==> config.mk <==
export PLATFORM = sky130hd
export DESIGN_NAME = avl_uart_master
export DESIGN_NICKNAME = d
export VERILOG_FILES = /design/src/rtl/avl_uart_master.sv
export SDC_FILE = /design/constraint.sdc
export NUM_CORES = 1
export LEC_CHECK = 0
export ABC_AREA = 1
export CAP_MARGIN = 10
export CELL_PAD_IN_SITES_DETAIL_PLACEMENT = 0
export CELL_PAD_IN_SITES_GLOBAL_PLACEMENT = 1
export CORE_MARGIN = 8
export CORE_UTILIZATION = 35
export CTS_BUF_LIST = sky130_fd_sc_hd__clkbuf_8
export CTS_CLUSTER_SIZE = 16
export DETAILED_ROUTE_END_ITERATION = 12
export HOLD_SLACK_MARGIN = 0.02
export PLACE_DENSITY_LB_ADDON = 0.1
export SYNTH_ARGS = -nofsm -noshare
export SYNTH_HDL_FRONTEND = slang
export SYNTH_SLANG_ARGS = --single-unit
==> constraint.sdc <==
create_clock -name avl_clk_i -period 2.4 [get_ports avl_clk_i]
set_input_delay 0.72 -clock avl_clk_i [delete_from_list [all_inputs] [get_ports avl_clk_i]]
set_output_delay 0.72 -clock avl_clk_i [all_outputs]
set_load 0.01 [all_outputs]
==> src/rtl/avl_uart_master.sv <==
// ---------------------------------------------------------------------------
// avl_uart_master
//
// Avalon-MM master that drives the slave port of avl_uart_interface for a
// streaming client. After reset it writes the UART config register (addr 3),
// then loops: poll status (addr 0), and based on the status either push one
// client TX word (addr 1), pull one RX word (addr 2) into a one-entry output
// register, rewrite the config, or poll again.
//
// Ports:
//   avl_clk_i, avl_reset_ni       clock, asynchronous active-low reset
//   avl_address_o .. avl_read_o   Avalon-MM command outputs (word address < 4)
//   avl_readdata_i, avl_waitrequest_i, avl_readdatavalid_i  Avalon responses
//   tx_data_i/tx_valid_i/tx_ready_o  client TX word, ready pulses on capture
//   rx_data_o/rx_valid_o/rx_ready_i  received word held until consumed
//   cfg_data_i/cfg_load_i         request a config register rewrite
//   busy_o                        high whenever the FSM is not in POLL_RD
//   error_o                       sticky readdatavalid timeout flag
//
// Optional feature (macro AVL_RDV_TIMEOUT_EN): bounds each read wait to
// TIMEOUT cycles; on expiry error_o is set and polling restarts. Without the
// macro the FSM waits indefinitely and error_o is tied low.
// ---------------------------------------------------------------------------
module avl_uart_master #(
    parameter int          DATASIZE    = 20,
    parameter logic [31:0] CFG_DEFAULT = 32'h0000_01B2,
    parameter int          TIMEOUT     = 16
) (
    input  logic                avl_clk_i,
    input  logic                avl_reset_ni,
    output logic [13:0]         avl_address_o,
    output logic [3:0]          avl_byteenable_o,
    output logic [31:0]         avl_writedata_o,
    output logic                avl_write_o,
    output logic                avl_read_o,
    input  logic [31:0]         avl_readdata_i,
    input  logic                avl_waitrequest_i,
    input  logic                avl_readdatavalid_i,
    input  logic [DATASIZE-1:0] tx_data_i,
    input  logic                tx_valid_i,
    output logic                tx_ready_o,
    output logic [DATASIZE-1:0] rx_data_o,
    output logic                rx_valid_o,
    input  logic                rx_ready_i,
    input  logic [31:0]         cfg_data_i,
    input  logic                cfg_load_i,
    output logic                busy_o,
    output logic                error_o
);

    typedef enum logic [2:0] {
        CFG_WR, POLL_RD, POLL_WAIT, DECIDE, TX_WR, RX_RD, RX_WAIT
    } state_t;

    localparam logic [13:0] ADDR_STATUS = 14'd0;
    localparam logic [13:0] ADDR_TX     = 14'd1;
    localparam logic [13:0] ADDR_RX     = 14'd2;
    localparam logic [13:0] ADDR_CFG    = 14'd3;

    state_t      state;
    logic [31:0] cfg_value;
    logic        cfg_pending;
    logic        tx_full;     // status bit 3, latched at the last poll
    logic        rx_avail;    // status bit 2, latched at the last poll
    logic        rr_rx;       // round-robin: 1 means RX wins the next tie
    logic        tx_elig;
    logic        rx_elig;

    assign tx_elig          = tx_valid_i && !tx_full;
    assign rx_elig          = rx_avail && !rx_valid_o;
    assign avl_byteenable_o = 4'hF;
    assign busy_o           = (state != POLL_RD);

    // Upper read-data bits carry nothing this master consumes.
    logic unused_readdata;
    assign unused_readdata = &{1'b0, avl_readdata_i[31:DATASIZE]};

`ifdef AVL_RDV_TIMEOUT_EN
    localparam int TW = $clog2(TIMEOUT) + 1;
    logic [TW-1:0] tmo_cnt;
    logic          tmo_hit;
    assign tmo_hit = (tmo_cnt == TW'(TIMEOUT - 1));
`else
    assign error_o = 1'b0;
`endif

    // NOTE: every register here is updated with <= so all next-state values
    // are computed from the same pre-edge snapshot; blocking assignments would
    // make later statements see half-updated state.
    always_ff @(posedge avl_clk_i or negedge avl_reset_ni) begin
        if (!avl_reset_ni) begin
            state           <= CFG_WR;
            avl_address_o   <= ADDR_STATUS;
            avl_writedata_o <= '0;
            avl_write_o     <= 1'b0;
            avl_read_o      <= 1'b0;
            tx_ready_o      <= 1'b0;
            rx_data_o       <= '0;
            rx_valid_o      <= 1'b0;
            cfg_value       <= CFG_DEFAULT;
            cfg_pending     <= 1'b1;
            tx_full         <= 1'b0;
            rx_avail        <= 1'b0;
            rr_rx           <= 1'b0;
`ifdef AVL_RDV_TIMEOUT_EN
            tmo_cnt         <= '0;
            error_o         <= 1'b0;
`endif
        end else begin
            // Single-cycle strobes default low.
            avl_read_o <= 1'b0;
            tx_ready_o <= 1'b0;

            if (rx_valid_o && rx_ready_i)
                rx_valid_o <= 1'b0;

            case (state)
                CFG_WR: begin
                    if (!avl_write_o) begin
                        // Snapshot the value so it stays stable under
                        // waitrequest; a load arriving later re-arms pending.
                        avl_write_o     <= 1'b1;
                        avl_address_o   <= ADDR_CFG;
                        avl_writedata_o <= cfg_value;
                        cfg_pending     <= 1'b0;
                    end else if (!avl_waitrequest_i) begin
                        avl_write_o <= 1'b0;
                        state       <= POLL_RD;
                    end
                end
                POLL_RD: begin
                    avl_read_o    <= 1'b1;
                    avl_address_o <= ADDR_STATUS;
                    state         <= POLL_WAIT;
`ifdef AVL_RDV_TIMEOUT_EN
                    tmo_cnt       <= '0;
`endif
                end
                POLL_WAIT: begin
                    if (avl_readdatavalid_i) begin
                        tx_full  <= avl_readdata_i[3];
                        rx_avail <= avl_readdata_i[2];
                        state    <= DECIDE;
                    end
`ifdef AVL_RDV_TIMEOUT_EN
                    else if (tmo_hit) begin
                        error_o <= 1'b1;
                        state   <= POLL_RD;
                    end else begin
                        tmo_cnt <= tmo_cnt + TW'(1);
                    end
`endif
                end
                DECIDE: begin
                    if (cfg_pending) begin
                        state <= CFG_WR;
                    end else if (tx_elig && (!rx_elig || !rr_rx)) begin
                        avl_write_o     <= 1'b1;
                        avl_address_o   <= ADDR_TX;
                        avl_writedata_o <= 32'(tx_data_i);
                        tx_ready_o      <= 1'b1;
                        if (rx_elig)
                            rr_rx <= 1'b1;
                        state <= TX_WR;
                    end else if (rx_elig) begin
                        if (tx_elig)
                            rr_rx <= 1'b0;
                        state <= RX_RD;
                    end else begin
                        state <= POLL_RD;
                    end
                end
                TX_WR: begin
                    if (!avl_waitrequest_i) begin
                        avl_write_o <= 1'b0;
                        state       <= POLL_RD;
                    end
                end
                RX_RD: begin
                    avl_read_o    <= 1'b1;
                    avl_address_o <= ADDR_RX;
                    state         <= RX_WAIT;
`ifdef AVL_RDV_TIMEOUT_EN
                    tmo_cnt       <= '0;
`endif
                end
                RX_WAIT: begin
                    if (avl_readdatavalid_i) begin
                        rx_data_o  <= avl_readdata_i[DATASIZE-1:0];
                        rx_valid_o <= 1'b1;
                        state      <= POLL_RD;
                    end
`ifdef AVL_RDV_TIMEOUT_EN
                    else if (tmo_hit) begin
                        error_o <= 1'b1;
                        state   <= POLL_RD;
                    end else begin
                        tmo_cnt <= tmo_cnt + TW'(1);
                    end
`endif
                end
                default: state <= POLL_RD;
            endcase

            // A load may arrive in any state; last value wins.
            if (cfg_load_i) begin
                cfg_value   <= cfg_data_i;
                cfg_pending <= 1'b1;
            end
        end
    end

endmodule

== Word level (Yosys, flattened, before mapping) ==
Cells that the tools add are included.
Widths: inputs -> output; s select.

* Eq/ne operators: 15
* Muxes and demuxes: 36
* Bitwise logic cells: 1
* Reduce and logical (&&, ||, !) cells: 24

{| class="wikitable"
|+ Operator list
! kind !! number
|-
| $mux 32 || 3
|-
| $pmux 32 s2 || 1
|-
| $pmux 14 s4 || 1
|-
| $mux 14 || 3
|-
| $mux 3 || 7
|-
| $pmux 3 s7 || 1
|-
| $mux 1 || 19
|-
| $reduce_and 4->1 || 4
|-
| $ne 2x2->1 const B || 7
|-
| $eq 3x3->1 const B || 3
|-
| $eq 3x2->1 const B || 2
|-
| $reduce_and 2->1 || 3
|-
| $reduce_bool 2->1 || 3
|-
| $logic_and 1x1->1 || 4
|-
| $logic_not 1->1 || 4
|-
| $reduce_bool 4->1 || 1
|-
| $eq 3x1->1 const B || 1
|-
| $logic_not 3->1 || 1
|-
| $ne 3x1->1 const B || 1
|-
| $pmux 1 s3 || 1
|-
| $reduce_and 3->1 || 1
|-
| $reduce_bool 3->1 || 1
|-
| $ne 2x1->1 const B || 1
|-
| $reduce_or 2->1 || 1
|-
| 2 further kinds || 2
|}

* Register bits: 109
* Input bits: 91
* Output and inout bits: 76
* Word-level logic and storage cells: 89

== Depth between registers and ports, before layout ==
Gate-level depths: netlist (run 1).

* Word-level depth: 8
* Depth in mapped cells: 8
* Depth with buffers taken out: 7

== Least setup slack after synthesis (run 1) ==
No wires, ideal clock.

* Path type: input to register
* Start: input port tx_valid_i
* End: register avl_writedata_o[10]
* Library setup time: 0.065 ns
* Arrival: 1.491 ns
* Data required time: 2.335 ns
* Path slack: 0.844 ns
* Cell stages on the path: 7
* Buffers on the path: 1
* Path through: inv_1 -> nor2_1 -> nand2_1 -> o21ai_2 -> buf_2 -> nand3_1 -> nand2_1

* Word-level cells in the longest chain between the ends: 4

{| class="wikitable"
|+ Ends and longest elaborated chain
! element !! RTL line !! source
|-
| from (decl) || 40 || <nowiki>input logic tx_valid_i,</nowiki>
|-
| $logic_and 1x1->1 || 69 || <nowiki>assign tx_elig = tx_valid_i && !tx_full;</nowiki>
|-
| $logic_and 1x1->1 || 157 || <nowiki>end else if (tx_elig && (!rx_elig || !rr_rx)) begin</nowiki>
|-
| $ne 2x2->1 (no source line) || n/a ||
|-
| $reduce_and 4->1 (no source line) || n/a ||
|-
| to (signal assigned) || 124 || <nowiki>avl_writedata_o <= cfg_value;</nowiki>
|-
| to (signal assigned) || 160 || <nowiki>avl_writedata_o <= 32'(tx_data_i);</nowiki>
|-
| to (decl) || 33 || <nowiki>output logic [31:0] avl_writedata_o,</nowiki>
|}

Every way passes these cells.
A chain may end at the register's enable or synchronous reset.

== Worst setup path after layout (run 1) ==
* Start: register state[0]
* End: output port busy_o

* Word-level cells in the longest chain between the ends: 1

{| class="wikitable"
|+ Ends and longest elaborated chain
! element !! RTL line !! source
|-
| from (decl) || 60 || <nowiki>state_t state;</nowiki>
|-
| from (signal assigned) || 92 || <nowiki>state <= CFG_WR;</nowiki>
|-
| from (signal assigned) || 128 || <nowiki>state <= POLL_RD;</nowiki>
|-
| from (signal assigned) || 134 || <nowiki>state <= POLL_WAIT;</nowiki>
|-
| $ne 3x1->1 || 72 || <nowiki>assign busy_o = (state != POLL_RD);</nowiki>
|-
| to (decl) || 47 || <nowiki>output logic busy_o,</nowiki>
|}

Every way passes these cells.

==> results.md, run 1 <==
- RSZ-0062 raised after global routing: no
- Count of input and output buffers: 137
- Tcrit/Tclk final: 0.962
- Worst reg2reg path endpoint: avl_address_o[1]$_DFFE_PN0P_
- # IOs: 167
- Avg Cell Area, Syn: a little over 8 um2
- Clock Tree Buf Depth: 2
- Register area: roughly 0.0024 mm2
- Share of layout cells above drive strength 1: 0.0700
- Fin Setup TNS: 0 ns
- Logic pwr share: 0.452
- Fill count: roughly 1,200
- Met2 Use GR: 0.240
- Placed Cells: around 800
- Detailed-route wire length per cell: 14.1 um
- Post-synth design cell area: approximately 0.0043 mm2
- Int Power: ~3.9 mW
- H-tree depth: 3
- Reg2Reg Launch Point: state[0]$_DFFE_PN0P_
- Mapped Cells: 533
- Antenna viol nets, final: 0
- Post-synthesis simple-gate area fraction: 0.285
- Sw Ratio: 0.373
- Critical path type: reg2out
- Rel. slew slack: 0.589
- Initial antenna violation count: 0
- Die area: 0.0162 mm2
- CP required: ~1.7 ns
- Number of DRC markers in iteration 0: between 300 and 400
- DR pass1 iterations: 5
- Run status: finished clean
- Via count: ~3,800
- Most frequent cells in the layout: 206 x nand2_1, 135 x clkdlybuf4s50_1, 89 x dfrtp_1, 72 x nand3_1, 44 x inv_1
- FF-to-FF path depth: 8
- Dpl hpwl: about 8500 um
- Synth unique cells: 22
- Combinational family with the most area after synthesis: simple AND/OR/NAND/NOR gates
- FF+latch count, synth: 97
- Final hold viol count: 0
- Gp weighted congestion: between 0.7 and 0.8
- Hold Crit Class: in2async
- Max-slew violation count: 0
- Final hold slack: roughly 0.28 ns
- Worst Tran Pin Value: roughly 0.62 ns
- FP Rows: 40
- M1 GR Usage: 0.185
- Clock group share of total power: 0.161
- R2R Setup Slk: ~0.74 ns
- PD cells: between 1000 and 1500 mW/mm2
- DRT Wirelength: about 12,000 um
- Num Clock Sinks: 97
- Worst Clk Skew: 0.0101 ns
- Remaining DRCs: 0
- Compound-Gate Fraction of Synth Area: 0.0534
- Root Driver: clkbuf_8
- Synth Area in Adders: 0
- Clock Latency Late Sink: 0.37 ns
- GRT Total Usage: 0.150
- Power share of the sequential group: 0.387
- Number of global-route vias before repair: slightly below 4,000
- First-pass GRT wire length: 19,500 um
- Largest net degree at the start of global routing: 42
- WP data arrival: 1.59 ns
- YS warnings: 0
- Most used routing layer: met2
- Met3 GRT Util: 0.0595
- Vias per cell: roughly 4.5
- Switch Pwr: approximately 2.3 mW
- P_leak: approximately 3.0 nW
- CP endpoint kind: primary output
- Die width: about 130 um
- Sequential area share after synthesis: 0.562
- Commonest non-fill, non-tap cell in the layout: nand2_1
- Die Height: roughly 130 um
- VDD IR max: roughly 0.00062 V
- Clk slew on worst S/H paths: around 0.09 ns
- Diode count: 0
- Final worst slack: between 0.09 and 0.1 ns
- Area of the multi-input gates: roughly 0.0015 mm2
- Worst Path Max Fanout: 5
- NumNets Final: 757
- Area growth from synthesis to layout: 39.8%
- Initial Utilization: 0.359
- Setup violators final: 0
- Max_cap viols: 0
- Worst Setup Start Kind: register
- Min Clock Period, post-route: around 2.3 ns
- Post-Place Setup Slack: between 0.15 and 0.2 ns
- Mux cell area share after synthesis: 0
- Congestion Overflow GR: 0
- CTS tree: yes
- Layout Cells excl Fill: 839
- CORE AREA: 0.0121 mm2
- XOR/XNOR Fraction of Synth Area: 0
- Peak Freq: ~0.43 GHz
- CTS Buf Count: 9
routing by layer:
metal	share of wire	vias to the layer above
met5	0	-
met4	0.0088	0
met3	0.078	7
met2	0.46	126
met1	0.45	1739
li1	-	1898
stage by stage:
stage          power [mW]  instance area (um2)   util
6_report             6.18                 6060  0.502
5_1_grt              6.67                 6060  0.502
4_1_cts              6.22                 6030  0.500
3_5_place_dp         5.21                 5840  0.484
3_3_place_gp         5.17                 5840  0.484
2_1_floorplan        3.87                 4390      -
critical path, cell delays in order, from the launching register on:
cell,delay (ns)
dfrtp_2,0.45
nand2_2,0.12
inv_1,0.06
nand2_1,0.05
clkdlybuf4s50_1,0.54
cell usage after synthesis, drive strengths merged:
cell type	instances	share of area
inv	45	0.039
dfrtp	91	0.53
dfstp	6	0.036
o31ai	1	0.0017
conb	2	0.0017
buf	34	0.049
nor2	17	0.015
o211ai	1	0.0017
nand3	74	0.088
nand2	207	0.18
clkbuf	11	0.0095
nand4	2	0.0029
o22ai	1	0.0014
a21oi	1	0.0012
a31oi	1	0.0014
o21ai	39	0.046
how the worst max path moves through the flow:
| stage | startpoint | end | slack (ns) | depth (start not counted) |
|---|---|---|---|---|
| 2_1_floorplan | tx_valid_i | avl_writedata_o[10]$_DFFE_PN0P_ | 0.84 | 7 |
| 3_3_place_gp | tx_valid_i | avl_writedata_o[3]$_DFFE_PN0P_ | 0.19 | 8 |
| 3_5_place_dp | tx_valid_i | avl_writedata_o[9]$_DFFE_PN0P_ | 0.17 | 9 |
| 4_1_cts | state[0]$_DFFE_PN0P_ | busy_o | 0.001 | 4 |
| 5_1_grt | state[0]$_DFFE_PN0P_ | busy_o | 0.02 | 4 |
| 6_report | state[0]$_DFFE_PN0P_ | busy_o | 0.09 | 4 |
kinds of logic after synthesis:
group / Yosys count
compound gates: 44
simple gates: 300
flops: 97
other cells: 2
buf+inv: 90
sequential cells by signal, summed over array words and instances (netlist names):
signal	count
cfg_value	32
avl_read_o	1
avl_write_o	1
rx_valid_o	1
state	3
avl_writedata_o	32
tx_ready_o	1
rx_avail	1
rr_rx	1
tx_full	1
avl_address_o	2
cfg_pending	1
rx_data_o	20
final cells by class:
class / count / share of cell area
Timing Repair Buffer: 152 / 0.252
Multi-Input combinational cell: 361 / 0.253
Inverter: 45 / 0.0279
Tap cell: 168 / 0.0347
Clock buffer: 12 / 0.0273
Clock inverter: 4 / 0.00248
Sequential cell: 97 / 0.402
power groups by stage:
stage	Clock (mW)	Combinational, mW	Sequential (mW)
2_1_floorplan	0	1.30	2.57
6_report	0.992	2.80	2.39
3_3_place_gp	0	2.75	2.42
3_5_place_dp	0	2.77	2.44
5_1_grt	1.09	3.13	2.45
4_1_cts	1.03	2.78	2.41
what timing repair did:
action                     4_1_cts  5_1_grt
buffers inserted                 0        4
hold endpoints to repair         0        0
setup endpoints to repair        1        1
gates resized for setup          2        1
cloned                           0        0
hold buffers                     0        0
No activity file was read; power rests on OpenSTA's default activity.
==> run 2: changes to the inputs <==
--- a/config.mk
+++ b/config.mk
@@ -7,10 +7,10 @@
 export LEC_CHECK = 0
 export ABC_AREA = 1
 export CAP_MARGIN = 10
-export CELL_PAD_IN_SITES_DETAIL_PLACEMENT = 0
-export CELL_PAD_IN_SITES_GLOBAL_PLACEMENT = 1
-export CORE_MARGIN = 8
-export CORE_UTILIZATION = 35
+export CELL_PAD_IN_SITES_DETAIL_PLACEMENT = 2
+export CELL_PAD_IN_SITES_GLOBAL_PLACEMENT = 2
+export CORE_MARGIN = 3
+export CORE_UTILIZATION = 27
 export CTS_BUF_LIST = sky130_fd_sc_hd__clkbuf_8
 export CTS_CLUSTER_SIZE = 16
 export DETAILED_ROUTE_END_ITERATION = 12
==> results.md, run 2 (synthesized netlist as in run 1, its figures left out) <==
- Run status: finished clean
- FP Rows: 45
- DR pass1 iterations: 4
- Worst Tran Pin Value: approximately 0.67 ns
- Detailed-route wire length per cell: between 15 and 20 um
- Antenna viol nets, final: 0
- P_leak: about 3.0 nW
- Count of input and output buffers: about 140
- Most frequent cells in the layout: 206 x nand2_1, 135 x clkdlybuf4s50_1, 88 x dfrtp_1, 72 x nand3_1, 40 x inv_1
- GRT Total Usage: 0.162
- CP endpoint kind: primary output
- Number of DRC markers in iteration 0: roughly 150
- Dpl hpwl: about 10,000 um
- Clk slew on worst S/H paths: ~0.10 ns
- Tcrit/Tclk final: 0.954
- Worst Path Max Fanout: 5
- CORE AREA: around 0.015 mm2
- R2R Setup Slk: between 0.6 and 0.7 ns
- Num Clock Sinks: 97
- CTS tree: yes
- RSZ-0062 raised after global routing: no
- NumNets Final: ~760
- Commonest non-fill, non-tap cell in the layout: nand2_1
- CTS Buf Count: 9
- Gp weighted congestion: roughly 0.77
- # IOs: approximately 170
- H-tree depth: 3
- Die Height: around 130 um
- Clock Tree Buf Depth: 2
- Number of global-route vias before repair: ~4,400
- Clock Latency Late Sink: 0.38 ns
- Rel. slew slack: 0.554
- Die area: between 0.015 and 0.02 mm2
- Worst Setup Start Kind: register
- Max_cap viols: 0
- CP required: ~1.7 ns
- Setup violators final: 0
- Via count: about 3,900
- Final Util: 0.397
- Initial Utilization: 0.281
- Initial antenna violation count: 0
- DRT Wirelength: about 14,000 um
- Remaining DRCs: 0
- PD cells: ~1100 mW/mm2
- Root Driver: clkbuf_8
- Max-slew violation count: 0
- First-pass GRT wire length: 22,900 um
- Fin Setup TNS: 0 ns
- Congestion Overflow GR: 0
- Vias per cell: 4.44
- Min Clock Period, post-route: approximately 2.3 ns
- Share of layout cells above drive strength 1: 0.0761
- Area growth from synthesis to layout: 41.4%
- Top Registers: avl_writedata_o x32, cfg_value x32, rx_data_o x20
- Worst Clk Skew: 0.0139 ns
- Final hold viol count: 0
- Hold Crit Class: in2async
- Largest net degree at the start of global routing: between 40 and 50
- Die width: between 100 and 150 um
- VDD IR max: approximately 0.00038 V
- WP data arrival: around 1.6 ns
- Reg2Reg Launch Point: state[0]$_DFFE_PN0P_
- Critical path type: reg2out
- Diode count: 0
- FF-to-FF path depth: 6
- Worst Setup SP: state[0]$_DFFE_PN0P_
- Peak Freq: approximately 0.44 GHz
## run 2: where the power goes
| part | leakage (nW) | internal, mW | switching (mW) |
|---|---|---|---|
| clock | 0.106 | 0.596 | 0.624 |
| combinational | 1.71 | 1.27 | 1.55 |
| sequential | 1.20 | 2.12 | 0.288 |
| total | 3.02 | 3.99 | 2.46 |
## run 2: layout make-up
type / count / area [um2]
clock buffer: 9 / 124
clock inverter: 7 / 101
fill: 1781 / 9300
inverter: 45 / 169
multi-input combinational: 361 / 1530
sequential: 97 / 2440
tap: 211 / 264
timing repair buffer: 151 / 1490
## run 2: critical path, stage by stage, from the launching register on
cell and delay [ns]:
dfrtp_2 0.43, nand2_2 0.12, inv_1 0.07, nand2_1 0.05, clkdlybuf4s50_1 0.53
## run 2: metal layers
| layer | GRT usage | wire (um) |
|---|---|---|
| met3 | 0.0304 | 510 |
| met2 | 0.276 | 6760 |
| met1 | 0.206 | 6280 |
| met5 | 0 | 0 |
| met4 | 0.0589 | 211 |
## run 2: worst paths after layout
kind,endpoint
hold / removal,cfg_value[19]$_DFFE_PN0P_
max in group asynchronous,cfg_value[7]$_DFFE_PN1P_
hold reg to reg,cfg_value[1]$_DFFE_PN1P_
setup / recovery,busy_o
min in group avl_clk_i,cfg_value[1]$_DFFE_PN1P_
setup reg to reg,avl_writedata_o[10]$_DFFE_PN0P_
## run 2: through the flow
step	instance area, um2	std cells	power [mW]	hold WS [ns]	worst slack [ns]
after floorplan	4390	548	3.87	0.424	0.844
after global placement	5880	863	5.18	0.454	0.202
after detailed placement	5880	863	5.31	0.457	0.123
after CTS	6110	879	6.57	0.297	0.00569
after global routing	6120	881	6.99	0.308	0.0102
final	6120	881	6.45	0.308	0.110
## run 2: repair_timing
action,in CTS,in global routing
resized for setup,3,1
hold endpoints to repair,0,0
pin swaps,0,0
endpoints found under the setup margin,1,1
hold buffers,0,0
buffers inserted,0,2
==> run 3: changes to the inputs <==
--- a/config.mk
+++ b/config.mk
@@ -10,11 +10,11 @@
 export CELL_PAD_IN_SITES_DETAIL_PLACEMENT = 2
 export CELL_PAD_IN_SITES_GLOBAL_PLACEMENT = 2
 export CORE_MARGIN = 3
-export CORE_UTILIZATION = 27
+export CORE_UTILIZATION = 25
 export CTS_BUF_LIST = sky130_fd_sc_hd__clkbuf_8
 export CTS_CLUSTER_SIZE = 16
 export DETAILED_ROUTE_END_ITERATION = 12
-export HOLD_SLACK_MARGIN = 0.02
+export HOLD_SLACK_MARGIN = 0.12
 export PLACE_DENSITY_LB_ADDON = 0.1
 export SYNTH_ARGS = -nofsm -noshare
 export SYNTH_HDL_FRONTEND = slang
==> constraint.sdc (replaced) <==
create_clock -name avl_clk_i -period 2.3 [get_ports avl_clk_i]
set_input_delay 0.69 -clock avl_clk_i [delete_from_list [all_inputs] [get_ports avl_clk_i]]
set_output_delay 0.69 -clock avl_clk_i [all_outputs]
set_load 0.01 [all_outputs]
==> results.md, run 3 (synthesized netlist as in run 1, its figures left out) <==
- Vias per cell: approximately 4.4
- Initial Utilization: 0.259
- VDD IR max: 0.000364 V
- Initial antenna violation count: 0
- Reg2Reg Launch Point: state[0]$_DFFE_PN0P_
- Die width: between 100 and 150 um
- Most frequent cells in the layout: 206 x nand2_1, 134 x clkdlybuf4s50_1, 90 x dfrtp_1, 72 x nand3_1, 40 x inv_1
- CORE AREA: around 0.017 mm2
- Critical path type: reg2out
- Remaining DRCs: 0
- Clk slew on worst S/H paths: ~0.090 ns
- Congestion Overflow GR: 0
- Top Registers: avl_writedata_o x32, cfg_value x32, rx_data_o x20
- Via count: 3,891
- Worst Clk Skew: approximately 0.0080 ns
- WP data arrival: ~1.4 ns
- Post-layout power: about 6.8 mW
- P_leak: slightly above 3 nW
- CP cell instances: clkdlybuf4s50_1
- Worst Path Buf+Inv: 1
- Routed wl met3: about 570 um
- Run status: finished clean
- Peak Freq: 0.490 GHz
- RSZ-0062 raised after global routing: no
- CP required: 1.61 ns
- Detailed-route wire length per cell: 15.3 um
- Share of layout cells above drive strength 1: 0.0759
- Setup violators final: 0
- Max-slew violation count: 0
- Final worst slack: between 0.2 and 0.3 ns
- Met2 wire len: 6800 um
- DRT Wirelength: roughly 14,000 um
- Clock Latency Late Sink: about 0.36 ns
- Die area: between 0.015 and 0.02 mm2
- Post-route cell area: between 0.006 and 0.007 mm2
- DRT met1 WL: 6100 um
- Num Clock Sinks: just under 100
- Fill count: slightly below 2,000
- Root Driver: clkbuf_8
- Post-Place Setup Slack: approximately 0.035 ns
- Count of input and output buffers: 137
- Crit-path max cell delay: between 0.5 and 0.6 ns
- Slowest cell on crit path: clkdlybuf4s50_1
- FP Rows: 47
- Area growth from synthesis to layout: 42.6%
- Min Clock Period, post-route: between 2 and 2.5 ns
- Antenna viol nets, final: 0
- Kind of cell adding the most delay to the critical path: buffers and inverters
- Rel. slew slack: 0.564
- Worst Setup Start Kind: register
- Gp weighted congestion: 0.766
- First-pass GRT wire length: about 22,000 um
- Tcrit/Tclk final: 0.888
- Diode count: 0
- Worst reg2reg path endpoint: avl_address_o[1]$_DFFE_PN0P_
- CTS Buf Count: 9
- PD cells: 1090 mW/mm2
- Number of global-route vias before repair: 4,251
- NumNets Final: about 760
- CTS tree: yes
- Commonest non-fill, non-tap cell in the layout: nand2_1
- Worst Path Max Fanout: 4
- Final hold viol count: 0
- GRT Total Usage: 0.149
- DR pass1 iterations: 4
- R2R Setup Slk: ~0.58 ns
- H-tree depth: 3
- Die Height: between 100 and 150 um
- # IOs: about 170
- Max_cap viols: 0
- Clock Tree Buf Depth: 2
- Final Util: 0.369
- Max Used Layer: met4
- FF-to-FF path depth: 8
- Fin Setup TNS: 0 ns
- Hold Crit Class: in2async
- Dpl hpwl: 10,200 um
- Number of DRC markers in iteration 0: ~150
- Dpl cell area: around 0.006 mm2
- CP endpoint kind: primary output
- Largest net degree at the start of global routing: between 40 and 50
- Worst Tran Pin Value: approximately 0.65 ns
==> run 3: routing by layer <==
layer,track usage,vias to the layer above
met4,0.0516,0
met2,0.255,93
li1,-,1901
met3,0.0219,10
met1,0.190,1887
met5,0,-
==> run 3: worst reg2reg max path, delay by kind of cell, from the launching register on <==
family,cells,cell delay (ns)
DFF,1,0.38
and+or+nand+nor,6,0.60
buffers and inverters,2,0.64
==> run 3: metrics by stage <==
stage,hold WS [ns],instances
floorplan,0.394,548
global placement,0.454,875
detailed placement,0.460,875
CTS,0.258,892
global route,0.273,892
finish,0.266,892
==> run 3: area by class of cell <==
class | instances | area, um2 | area share
clock inverters | 5 | 77.6 | 0.0126
clock buffers | 11 | 151 | 0.0245
flip-flops and latches | 97 | 2440 | 0.394
repair buffers | 153 | 1540 | 0.249
inverters | 45 | 169 | 0.0273
well taps | 220 | 275 | 0.0445
multi-input cells | 361 | 1530 | 0.248
==> run 3: worst max-delay path by stage <==
stage	cells past startpoint	to	slack, ns	from
after global routing	1	avl_write_o	0.18	avl_write_o$_DFFE_PN0P_
after CTS	3	busy_o	0.001	state[2]$_DFFE_PN0P_
final	1	avl_write_o	0.26	avl_write_o$_DFFE_PN0P_
after floorplan	7	avl_writedata_o[10]$_DFFE_PN0P_	0.77	tx_valid_i
after detailed placement	8	avl_writedata_o[18]$_DFFE_PN0P_	0.04	tx_valid_i
after global placement	8	avl_writedata_o[1]$_DFFE_PN0P_	0.12	tx_valid_i
==> run 3: power by group <==
group          total (mW)  internal (mW)  switching, mW  leakage, nW
sequential           2.50           2.21          0.287         1.20
combinational        2.98           1.35           1.63         1.74
clock                1.27          0.669          0.605        0.115
total                6.76           4.23           2.52         3.05
==> run 3: what timing repair did <==
action | in CTS | in global routing
setup buffers | 1 | 0
setup endpoints to repair | 1 | 1
gates resized for setup | 2 | 1
hold buffers | 0 | 0
